**src/rtl/mem_arb_pkg.sv**
```systemverilog
// Shared definitions for the memory front-end arbiter: FSM state
// encoding, access-size codes and a size normalisation helper.
// Build option: MEM_ARB_RR_EN selects round-robin arbitration in mem_arbiter.
package mem_arb_pkg;

  localparam logic [1:0] ST_IDLE  = 2'd0;
  localparam logic [1:0] ST_BUSY  = 2'd1;
  localparam logic [1:0] ST_DRAIN = 2'd2;

  localparam logic [1:0] SZ_BYTE = 2'd0;
  localparam logic [1:0] SZ_HALF = 2'd1;
  localparam logic [1:0] SZ_WORD = 2'd2;

  // Size code 3 is illegal; the controller sees it as a word access.
  function automatic logic [1:0] norm_size(input logic [1:0] sz);
    return (sz == 2'd3) ? SZ_WORD : sz;
  endfunction

endpackage

```
**src/rtl/arb_pick.sv**
```systemverilog
// Combinational rotating-priority selector. The search begins at index
// 'start' and wraps; the first requesting channel found wins. A start of
// zero gives plain fixed priority (lowest index wins).
module arb_pick #(
  parameter int NCH = 2,
  parameter int IW  = $clog2(NCH)
) (
  input  logic [NCH-1:0] req,
  input  logic [IW-1:0]  start,
  output logic [NCH-1:0] onehot,
  output logic [IW-1:0]  winner
);

  // Walk offsets from the far end back to the start so the closest
  // requester (smallest offset from start) is the last one written.
  always_comb begin
    int idx;
    idx    = 0;
    onehot = '0;
    winner = '0;
    for (int i = NCH - 1; i >= 0; i--) begin
      idx = (int'(start) + i) % NCH;
      if (req[idx]) begin
        onehot      = '0;
        onehot[idx] = 1'b1;
        winner      = IW'(idx);
      end
    end
  end

endmodule

```
**src/rtl/mem_arbiter.sv**
```systemverilog
// N-channel arbiter in front of a single-outstanding memory controller.
// Latches one winner, forwards its request until mc_ready, and returns the
// result with a one-cycle req_ready pulse. A cancelled read is drained
// (controller still completes it) without notifying the requester.
// Build option: MEM_ARB_RR_EN enables round-robin; otherwise fixed priority.
module mem_arbiter
  import mem_arb_pkg::*;
#(
  parameter int NCH = 2,
  parameter int AW  = 32,
  parameter int DW  = 32
) (
  input  logic                    clk_in,
  input  logic                    rst_in,
  input  logic                    rdy_in,
  input  logic [NCH-1:0]          req_valid,
  input  logic [NCH-1:0]          req_wr,
  input  logic [2*NCH-1:0]        req_size,
  input  logic [AW*NCH-1:0]       req_addr,
  input  logic [DW*NCH-1:0]       req_data,
  input  logic [NCH-1:0]          req_cancel,
  output logic [NCH-1:0]          req_ready,
  output logic [DW-1:0]           res,
  output logic [$clog2(NCH)-1:0]  grant_id,
  output logic                    mc_valid,
  output logic                    mc_wr,
  output logic [AW-1:0]           mc_addr,
  output logic [1:0]              mc_len,
  output logic [DW-1:0]           mc_data,
  input  logic                    mc_ready,
  input  logic [DW-1:0]           mc_res
);

  localparam int IW = $clog2(NCH);

  logic [1:0]     state_reg;
  logic [IW-1:0]  grant_reg;
  logic           mc_valid_reg;

  logic [AW-1:0]  addr_arr [NCH];
  logic [DW-1:0]  data_arr [NCH];
  logic [1:0]     size_arr [NCH];

  logic [NCH-1:0] pick_onehot;
  logic [IW-1:0]  pick_winner;
  logic           pick_any;
  logic [IW-1:0]  pick_start;

  logic           cancel_read;
  logic           done_pulse;

  // Split the flat per-channel buses into indexable arrays and build the
  // per-channel completion pulse.
  genvar gi;
  generate
    for (gi = 0; gi < NCH; gi++) begin : g_chan
      assign addr_arr[gi]  = req_addr[gi*AW +: AW];
      assign data_arr[gi]  = req_data[gi*DW +: DW];
      assign size_arr[gi]  = norm_size(req_size[2*gi +: 2]);
      assign req_ready[gi] = done_pulse && (grant_reg == IW'(gi));
    end
  endgenerate

`ifdef MEM_ARB_RR_EN
  logic [IW-1:0] rr_last_reg;

  // Search begins one past the most recent grant, wrapping at NCH.
  assign pick_start = (rr_last_reg == IW'(NCH - 1)) ? '0 : rr_last_reg + 1'b1;

  // Remember every grant (cancelled ones included) for rotation.
  always_ff @(posedge clk_in or posedge rst_in) begin
    if (rst_in)
      rr_last_reg <= IW'(NCH - 1);
    else if (rdy_in && state_reg == ST_IDLE && pick_any)
      rr_last_reg <= pick_winner;
  end
`else
  assign pick_start = '0;
`endif

  arb_pick #(.NCH(NCH), .IW(IW)) u_pick (
    .req    (req_valid),
    .start  (pick_start),
    .onehot (pick_onehot),
    .winner (pick_winner)
  );

  assign pick_any = |pick_onehot;

  // A cancel only matters for the granted channel and only for reads.
  assign cancel_read = req_cancel[grant_reg] && !req_wr[grant_reg];
  assign done_pulse  = rdy_in && (state_reg == ST_BUSY) && mc_ready && !cancel_read;

  // Main FSM: grant in IDLE, wait for completion in BUSY/DRAIN.
  always_ff @(posedge clk_in or posedge rst_in) begin
    if (rst_in) begin
      state_reg    <= ST_IDLE;
      grant_reg    <= '0;
      mc_valid_reg <= 1'b0;
    end else if (rdy_in) begin
      case (state_reg)
        ST_IDLE: begin
          if (pick_any) begin
            grant_reg    <= pick_winner;
            mc_valid_reg <= 1'b1;
            state_reg    <= ST_BUSY;
          end
        end
        ST_BUSY: begin
          if (mc_ready) begin
            mc_valid_reg <= 1'b0;
            state_reg    <= ST_IDLE;
          end else if (cancel_read) begin
            state_reg    <= ST_DRAIN;
          end
        end
        ST_DRAIN: begin
          if (mc_ready) begin
            mc_valid_reg <= 1'b0;
            state_reg    <= ST_IDLE;
          end
        end
        default: begin
          mc_valid_reg <= 1'b0;
          state_reg    <= ST_IDLE;
        end
      endcase
    end
  end

  assign grant_id = grant_reg;
  assign mc_valid = mc_valid_reg;
  assign mc_wr    = req_wr[grant_reg];
  assign mc_addr  = addr_arr[grant_reg];
  assign mc_len   = size_arr[grant_reg];
  assign mc_data  = data_arr[grant_reg];
  assign res      = mc_res;

endmodule

```
**config.mk**
```make
export PLATFORM = sky130hd
export DESIGN_NAME = mem_arbiter
export DESIGN_NICKNAME = d
export VERILOG_FILES = /design/src/rtl/mem_arb_pkg.sv /design/src/rtl/arb_pick.sv /design/src/rtl/mem_arbiter.sv
export SDC_FILE = /design/constraint.sdc
export NUM_CORES = 1
export LEC_CHECK = 0
export BUFFER_PORTS_ARGS = -buffer_cell sky130_fd_sc_hd__buf_2
export CAP_MARGIN = 25
export CORE_AREA = 8 8 102 104
export CTS_CLUSTER_SIZE = 24
export DETAILED_ROUTE_END_ITERATION = 7
export DIE_AREA = 0 0 110 112
export PLACE_DENSITY_LB_ADDON = 0.12
export SYNTH_ARGS = -nofsm -noshare
export SYNTH_HDL_FRONTEND = slang
export SYNTH_SLANG_ARGS = --single-unit
```
**constraint.sdc**
```tcl
create_clock -name clk_in -period 4.3 [get_ports clk_in]
set_input_delay 0.215 -clock clk_in [delete_from_list [all_inputs] [get_ports clk_in]]
set_output_delay 0.215 -clock clk_in [all_outputs]
set_load 0.02 [all_outputs]
```
==> impl_metrics.json, run 1 <==
{
  "final-setup-viol-count": 0,
  "drive_gt1_share_pct": 89.41,
  "mappedNetlistArea_um2": 1361,
  "crit_type": "register to output pin",
  "start_util_pct": 15.31,
  "clock.fmax_ghz": 0.4588,
  "finalClockSkew_ps": 3.141,
  "min_path_type": "primary input to register",
  "cpMaxStageDelayCell": "dfrtp_2",
  "cp.arrival_ps": 1960,
  "syn_inst": 142,
  "switching_share_pct": 51.45,
  "hold_depth": 2,
  "grt-ovfl-total": 0,
  "netlist.area_leader.share_pct": 54.60,
  "synthTopCellsByArea": "mux2_2, buf_4, dfrtp_1, ha_1, clkbuf_1",
  "r2r-end": "state_reg[1]",
  "die_h_um": 112,
  "critical_path_required_ps": 4090,
  "nNetsFinal": 499,
  "die_area_um2": 12320,
  "num_vias": 1738,
  "r2r-start": "grant_id",
  "power_frac_seq_pct": 8.1,
  "ioPinCount": 277,
  "tightestPinTransition_ps": 459.3,
  "period_needed_ps": 2180,
  "antenna_found_initial": 1,
  "fin_tns_setup_ps": 0,
  "cp.buffers_inverters": 3,
  "clock-sinks": 4,
  "status": "completed",
  "yosys-top-cells-count": "mux2_2, buf_4, clkbuf_1",
  "syn_area_per_cell_um2": 9.587,
  "drc": 0,
  "maxCapViolCount": 0,
  "hold_start": "req_valid[0]",
  "vias_per_cell": 4.014,
  "wl_met2_um": 5072,
  "p_leak_nw": 1.300,
  "final_cells": 433,
  "dr.max_layer_used": "met4",
  "post_cts.repair.setup_buffers": 0,
  "grt_setup_unrepaired": "no",
  "r2r_cells": 4,
  "cpPeakStageDelay_ps": 620,
  "wl_met1_um": 2620,
  "holdWs_ps": 214.5,
  "hpwlAfterDp_um": 8175,
  "p_int_w": 0.0006025,
  "drt-initial-drc-count": 45,
  "maxSlewHeadroom_pct": 69.31,
  "synthArstFlopShare_pct": 100.0,
  "clk_path_buf_depth": 2,
  "area_growth_pct": 74.08,
  "r2r_slack_ps": 2430,
  "cts_root_buf": "clkbuf_8",
  "powerDensity_nw_per_um2": 523.7,
  "firstDrtPassIters": 4,
  "clk_pin_slew_worst_paths_ps": 30,
  "fill_cells": 1006,
  "synth_cell_types": 25,
  "gr-usage-all-layers_pct": 12.72,
  "finalHoldViolations": 0,
  "core_area_um2": 8890,
  "total_power_w": 0.001241,
  "port_buffers": 212,
  "grt_max_degree": 37,
  "largest_register_ffs": 2,
  "whs_endpoint": "grant_id",
  "syn_nets": 319,
  "grt_pass1_vias": 1885,
  "pwr-share-comb_pct": 85.1,
  "routed_wl_um": 8852,
  "synth-edff-count": 0,
  "cp_max_fo": 36,
  "switchingPower_w": 0.0006386,
  "cts_tree": "done",
  "fin_crit_sh_pct": 50.69,
  "final_util_pct": 26.66,
  "dieWidth_um": 110,
  "wl_per_cell_um": 20.44,
  "ys_seq_area_share_pct": 7.353,
  "peakVddDrop_mv": 0.1130,
  "synth_ff_type": "dfrtp_1",
  "place_congestion": 0.8038,
  "start_kind": "register",
  "clkLatencyLatePin_ps": 220,
  "yosysTopAreaCell": "mux2_2",
  "yosys_warnings": 0,
  "grt_pass1_wl_um": 11670,
  "path_cells": "buf_12 > buf_4 > mux2_2 > buf_2",
  "ant_nets": 0,
  "cts_buffers": 3,
  "endpoint_kind": "output pin",
  "synth_most_common_cell": "mux2_2",
  "critPathTopFamily": "buffers and inverters",
  "place_inst": 427,
  "drv_slew": 0,
  "fp-row-count": 35,
  "h-tree-depth": 1,
  "wl_met3_um": 1113,
  "ys_seq_elements": 4,
  "p_clk_share_pct": 6.8
}
## how the worst max path moves through the flow
stage,start,depth (start not counted),to,slack (ps)
2_1_floorplan,grant_id,3,mc_len[0],2630
3_5_place_dp,grant_id,4,mc_addr[31],2320
4_1_cts,grant_id,4,mc_data[31],2070
5_1_grt,grant_id,4,mc_addr[12],1990
6_report,grant_id,4,mc_data[31],2120
3_3_place_gp,grant_id,3,mc_addr[31],2000
## cells by family after synthesis
| logic type | after synthesis | share of synthesized area, % |
|---|---|---|
| buf+inv | 46 | 22.06 |
| fa+ha+maj | 3 | 2.758 |
| simple gates | 13 | 6.710 |
| flops | 4 | 7.353 |
| compound gates | 10 | 6.525 |
| mux | 66 | 54.60 |
## power by group through the flow
stage	Combinational, W	Sequential, W	Clock, W
after CTS	0.00108	0.000103	0.0000869
final	0.00106	0.000101	0.0000841
after global placement	0.00100	0.000161	0
after global routing	0.00113	0.000108	0.0000915
after floorplan	0.000782	0.0000797	0
after detailed placement	0.00107	0.000103	0
## per-layer routing
layer	vias to the layer above	global-route usage, %
li1	841	-
met3	6	4.506
met4	0	2.523
met5	-	0
met2	103	26.39
met1	788	10.78
## timing repair
| item | in CTS | in global routing |
|---|---|---|
| hold buffers | 1 | 0 |
| hold endpoints to repair | 4 | 0 |
| gates resized for setup | 0 | 0 |
## placed cells by master (no fill, tap or decap), types with 2 or more instances in the layout
cell      Yosys  layout
buf_2         0     212
dfrtp_1       4       3
nand3b_1      2       2
ha_1          3       3
inv_1         6       6
clkbuf_8      0       3
mux2_2       66      66
and3b_1       2       2
and3_1        3       3
a31oi_1       2       2
## area by class of cell
cell class	instances	area, um^2	share of cell area [%]
flip-flops and latches	4	101.3	4.277
multi-input cells	92	960.9	40.55
repair buffers	215	1099	46.36
inverters	6	22.52	0.9504
diodes	1	2.502	0.1056
well taps	111	138.9	5.861
clock buffers	4	45.04	1.901
## metrics by stage
step	setup slack, ps	cell area (um^2)
floorplan	2635	1361
detailed placement	2318	2312
global route	1991	2370
global placement	1995	2292
finish	2120	2370
CTS	2071	2367
Power figures use the tool's default switching activity.
==> inputs of run 2 (changes only) <==
- CORE_AREA: 8 8 102 104 -> 8 8 101 103
- DIE_AREA: 0 0 110 112 -> 0 0 109 111
- clock period: 4.3 -> 2 ns (I/O delays scaled with it)
==> run 2 against run 1 <==
  * Hold slack got worse by 71 ps
  * Wire length down 2.7%
  * Global-route usage about the same
  * Sequential cell count stayed put
  * Non-clock buffer count unchanged
  * Clock power rose by 110%
  * Critical path type unchanged
  * Critical endpoint is now mc_addr[24]
==> impl_metrics.json, run 2 (synthesis results as in run 1) <==
{
  "final_cell_mix": "buf_2, mux2_2, inv_1",
  "routed_wl_um": 8614,
  "start_util_pct": 15.92,
  "wl_met2_um": 4691,
  "cpPeakStageDelay_ps": 550,
  "cp.buffers_inverters": 2,
  "drc": 0,
  "fin_tns_setup_ps": 0,
  "clk_path_buf_depth": 2,
  "pre_cts_ws_ps": 302.2,
  "post_cts.repair.setup_buffers": 0,
  "fill_cells": 952,
  "grt_setup_unrepaired": "no",
  "dr.max_layer_used": "met4",
  "cts_tree": "done",
  "wl_met3_um": 994,
  "wl_per_cell_um": 20.03,
  "finalHoldViolations": 0,
  "cts_root_buf": "clkbuf_8",
  "firstDrtPassIters": 4,
  "drive_gt1_share_pct": 89.41,
  "switchingPower_w": 0.001377,
  "place_inst": 424,
  "peakVddDrop_mv": 0.3951,
  "ioPinCount": 277,
  "port_buffers": 212,
  "cts_buffers": 3,
  "finalClockSkew_ps": 3.591,
  "hold_depth": 2,
  "final_util_pct": 27.52,
  "power_frac_seq_pct": 7.6,
  "num_vias": 1787,
  "min_path_type": "primary input to register",
  "p_leak_nw": 1.296,
  "clk_pin_slew_worst_paths_ps": 30,
  "die_h_um": 111,
  "grt-ovfl-total": 0,
  "pwr-share-comb_pct": 85.7,
  "drv_slew": 0,
  "cpMaxStageDelayCell": "dfrtp_2",
  "grt_pass1_wl_um": 11820,
  "critical_path_required_ps": 1900,
  "wl_met1_um": 2699,
  "p_int_w": 0.001267,
  "clock.fmax_ghz": 0.5394,
  "grt_pass1_vias": 1977,
  "area_growth_pct": 72.89,
  "fin_crit_sh_pct": 92.70,
  "maxCapViolCount": 0,
  "gr-usage-all-layers_pct": 12.75,
  "crit_type": "register to output pin",
  "total_power_w": 0.002644,
  "start_kind": "register",
  "tightestPinTransition_ps": 427.8,
  "clock-sinks": 4,
  "p_clk_share_pct": 6.7,
  "hpwlAfterDp_um": 7895,
  "powerDensity_nw_per_um2": 1124,
  "die_area_um2": 12100,
  "crit_cells": 3,
  "r2r_cells": 5,
  "cp.arrival_ps": 1750,
  "layout_commonest_cell": "buf_2",
  "status": "completed",
  "critPathTopFamily": "buffers and inverters",
  "endpoint_kind": "output pin",
  "nNetsFinal": 499,
  "core_area_um2": 8551,
  "final-setup-viol-count": 0,
  "largest_register_ffs": 2,
  "dieWidth_um": 109,
  "antenna_found_initial": 1,
  "drt-initial-drc-count": 76,
  "vias_per_cell": 4.156,
  "ant_nets": 0,
  "clkLatencyLatePin_ps": 210,
  "fp-row-count": 34,
  "path_cells": "buf_4 > mux2_2 > buf_2",
  "maxSlewHeadroom_pct": 71.42,
  "h-tree-depth": 1,
  "place_congestion": 0.8206,
  "period_needed_ps": 1854,
  "final_cells": 430,
  "grt_max_degree": 32,
  "switching_share_pct": 52.08,
  "cp_max_fo": 31,
  "fin_ws_ps": 146.1
}
-- run 2: cell counts in the layout (fill, tap and decap cells not counted) --
No cell type changed its count.
-- run 2: cell type report --
cell class | instances | area (um^2) | share of cell area [%]
diodes | 1 | 2.502 | 0.1063
clock buffers | 4 | 45.04 | 1.914
inverters | 6 | 22.52 | 0.9569
multi-input cells | 92 | 960.9 | 40.83
flip-flops and latches | 4 | 101.3 | 4.306
well taps | 108 | 135.1 | 5.742
repair buffers | 215 | 1086 | 46.15
-- run 2: routing by layer --
layer	global-route usage [%]	vias to the layer above
met4	5.114	0
met1	10.97	789
li1	-	840
met2	25.25	130
met3	4.360	28
met5	0	-
-- run 2: worst paths after layout --
path                              start  slack (ps)            to
hold / removal             req_valid[0]         140      grant_id
hold reg to reg                mc_valid         500      mc_valid
setup / recovery               grant_id         150   mc_addr[24]
setup reg to reg           state_reg[0]         290  state_reg[0]
max in group asynchronous        rst_in        1520      grant_id
min in group asynchronous        rst_in         310  state_reg[1]
-- run 2: per-stage QoR --
stage	instance area (um^2)	hold WS, ps
after floorplan	1361	-133.9
after global placement	2296	-0.8396
after detailed placement	2296	-1.449
after CTS	2351	145.7
after global routing	2354	137.0
final	2354	143.4
-- run 2: power by group through the flow --
stage | clock (W) | combinational [W] | sequential [W]
5_1_grt | 0.000192 | 0.00242 | 0.000214
2_1_floorplan | 0 | 0.00168 | 0.000171
3_5_place_dp | 0 | 0.00230 | 0.000208
4_1_cts | 0.000182 | 0.00231 | 0.000207
6_report | 0.000178 | 0.00227 | 0.000201
3_3_place_gp | 0 | 0.00232 | 0.000206
-- run 2: repair_timing --
item / in CTS / in global routing
resized for setup: 0 / 0
endpoints found under the hold margin: 4 / 0
hold buffers: 1 / 0
==> inputs of run 3 (changes only) <==
- CORE_AREA: 8 8 101 103 -> 2 2 106 108
- DIE_AREA: 0 0 109 111 -> 0 0 108 110
- SYNTH_HIERARCHICAL: unset -> 1
==> run 3 against run 2 <==
  * Synthesized cell count up 6.3%
  * Non-clock buffer count unchanged
  * Global-route usage down 4.1 points
  * Cell count up 9.3%
  * Critical endpoint is now mc_addr[1]
  * Area after synthesis up 4.7%
  * Combinational power down 5%
  * Critical path depth unchanged
  * Hold slack better by 15 ps
  * Sequential power down 17%
  * Power down 5.2%
  * Largest cell class unchanged
  * Clock skew down 1.3 ps
  * Via count down 1.3%
==> impl_metrics.json, run 3 <==
{
  "status": "completed",
  "antenna_found_initial": 1,
  "routed_wl_um": 6178,
  "vias_per_cell": 3.751,
  "grt_max_degree": 37,
  "start_kind": "register",
  "cts_root_buf": "clkbuf_8",
  "place_congestion": 0.7474,
  "dieWidth_um": 108,
  "powerDensity_nw_per_um2": 1021,
  "path_cells": "buf_4 > mux2_2 > buf_2",
  "start_util_pct": 13.32,
  "num_vias": 1763,
  "synthTopCellsByArea": "mux2_2, buf_4, dfrtp_1, ha_1, buf_2",
  "fin_tns_setup_ps": 0,
  "wl_per_cell_um": 13.14,
  "fin_crit_sh_pct": 86.11,
  "crit_type": "register to output pin",
  "syn_inst": 151,
  "synthArstFlopShare_pct": 100.0,
  "drive_gt1_share_pct": 87.58,
  "min_path_type": "primary input to register",
  "maxCapViolCount": 0,
  "peakVddDrop_mv": 0.4624,
  "syn_area_per_cell_um2": 9.438,
  "final_util_pct": 22.95,
  "synth_ff_type": "dfrtp_1",
  "grt_pass1_wl_um": 8086,
  "final_cells": 470,
  "pre_cts_ws_ps": 415.8,
  "hold_start": "rdy_in",
  "synth-edff-count": 0,
  "yosysTopAreaCell": "mux2_2",
  "clk_pin_slew_worst_paths_ps": 30,
  "fin_ws_ps": 277.9,
  "cpMaxStageDelayCell": "dfrtp_2",
  "maxSlewHeadroom_pct": 65.86,
  "period_needed_ps": 1722,
  "critical_path_required_ps": 1900,
  "fill_cells": 1207,
  "r2r_slack_ps": 400,
  "drc": 0,
  "final-setup-viol-count": 0,
  "cp.arrival_ps": 1620,
  "clock-sinks": 4,
  "synth_cell_types": 31,
  "register_area_um2": 101.3,
  "drt-initial-drc-count": 49,
  "yosys-top-cells-count": "mux2_2, buf_4, buf_2",
  "ant_nets": 0,
  "cp_max_fo": 36,
  "final_cell_mix": "buf_2, mux2_2, inv_1",
  "endpoint_kind": "output pin",
  "clk_path_buf_depth": 2,
  "finalInstanceArea_um2": 2455,
  "finalHoldViolations": 0,
  "synth_most_common_cell": "mux2_2",
  "r2r-start": "state_reg[0]",
  "p_leak_nw": 1.309,
  "multi_input_area_um2": 1008,
  "r2r_cells": 5,
  "largest_register_ffs": 2,
  "whs_endpoint": "mc_valid",
  "layout_commonest_cell": "buf_2",
  "core_area_um2": 10700,
  "ioPinCount": 277,
  "grt_pass1_vias": 1620,
  "place_area_um2": 2400,
  "r2r-end": "state_reg[0]",
  "drv_slew": 0,
  "finalClockSkew_ps": 2.320,
  "cts_tree": "done",
  "netlist.area_leader.share_pct": 52.15,
  "firstDrtPassIters": 4,
  "port_buffers": 212,
  "h-tree-depth": 1,
  "cts_buffers": 3,
  "fp-row-count": 38,
  "nNetsFinal": 508,
  "ys_seq_elements": 4,
  "clkLatencyLatePin_ps": 220,
  "diodes": 0,
  "hold_depth": 2,
  "area_growth_pct": 72.26,
  "yosys_warnings": 6,
  "hpwlAfterDp_um": 5483,
  "tightestPinTransition_ps": 511.1,
  "post_cts.repair.setup_buffers": 0,
  "die_area_um2": 11880,
  "place_inst": 465,
  "ys_seq_area_share_pct": 7.024,
  "die_h_um": 110,
  "mappedNetlistArea_um2": 1425,
  "gr-usage-all-layers_pct": 8.652,
  "cpPeakStageDelay_ps": 410,
  "clock.fmax_ghz": 0.5807,
  "grt_setup_unrepaired": "no",
  "grt-ovfl-total": 0
}
==> run 3: changes by cell type after synthesis, moves of 2 or more <==
cell	previous run	this run
and3b_1	2	0
clkbuf_1	7	0
or4_1	0	2
nor3b_1	1	3
buf_2	0	7
==> run 3: worst max-delay path: cells and delay by family, from the launching register on <==
| family | cells | cell delay (ps) |
|---|---|---|
| muxes | 1 | 390 |
| buffers and inverters | 2 | 580 |
| DFF | 1 | 410 |
==> run 3: cells by family (layout without fill, tap and decap cells) <==
family                     Yosys count  after routing  share of synthesized area (%)
other                                1              2                         0.2631
and+or+nand+nor                     19             19                          8.956
adders and majority gates            3              3                          2.634
muxes                               67             67                          52.94
DFF                                  4              4                          7.024
AOI/OAI and AO/OA                    9              9                          5.707
buffers and inverters               48            226                          22.48
==> run 3: timing repair <==
| item | 4_1_cts | 5_1_grt |
|---|---|---|
| resized for setup | 0 | 0 |
| hold buffers | 1 | 0 |
| hold endpoints to repair | 4 | 0 |
==> run 3: worst max-delay path by stage <==
stage                       startpoint            to  slack [ps]  cells after the start
after floorplan               grant_id     mc_len[0]         480                      3
after global placement    state_reg[0]  state_reg[0]         420                      5
after detailed placement  state_reg[0]  state_reg[0]         420                      5
after CTS                     grant_id    mc_addr[1]         250                      3
after global routing          grant_id    mc_addr[1]         170                      3
final                         grant_id    mc_addr[1]         280                      3
==> run 3: power by group <==
group / switching, W / leakage, nW / internal (W) / total, W
registers: 0.0000429 / 0.0483 / 0.000123 / 0.000166
logic: 0.00117 / 1.24 / 0.000985 / 0.00216
clock network: 0.0000443 / 0.0228 / 0.000136 / 0.000181
total: 0.00126 / 1.31 / 0.00124 / 0.00251
==> run 3: stage by stage <==
stage	hold slack [ps]	power, W
after CTS	154.4	0.002548
after global routing	167.1	0.002710
final	158.6	0.002507
after floorplan	-133.9	0.001792
after detailed placement	4.409	0.002353
after global placement	3.112	0.002383
==> run 3: routing by layer <==
metal  share of wire (%)  up-vias  GRT usage (%)
li1                    -      863              -
met1                  33      768          9.415
met2                  54      126          16.98
met3                  12        6          1.940
met4                0.81        0          1.923
met5                   0        -              0
==> run 3: final cells by class <==
class	count	share of cell area [%]
repair buffers	215	44.75
inverters	7	1.070
multi-input cells	100	41.08
clock buffers	4	1.835
flip-flops and latches	4	4.128
well taps	140	7.136
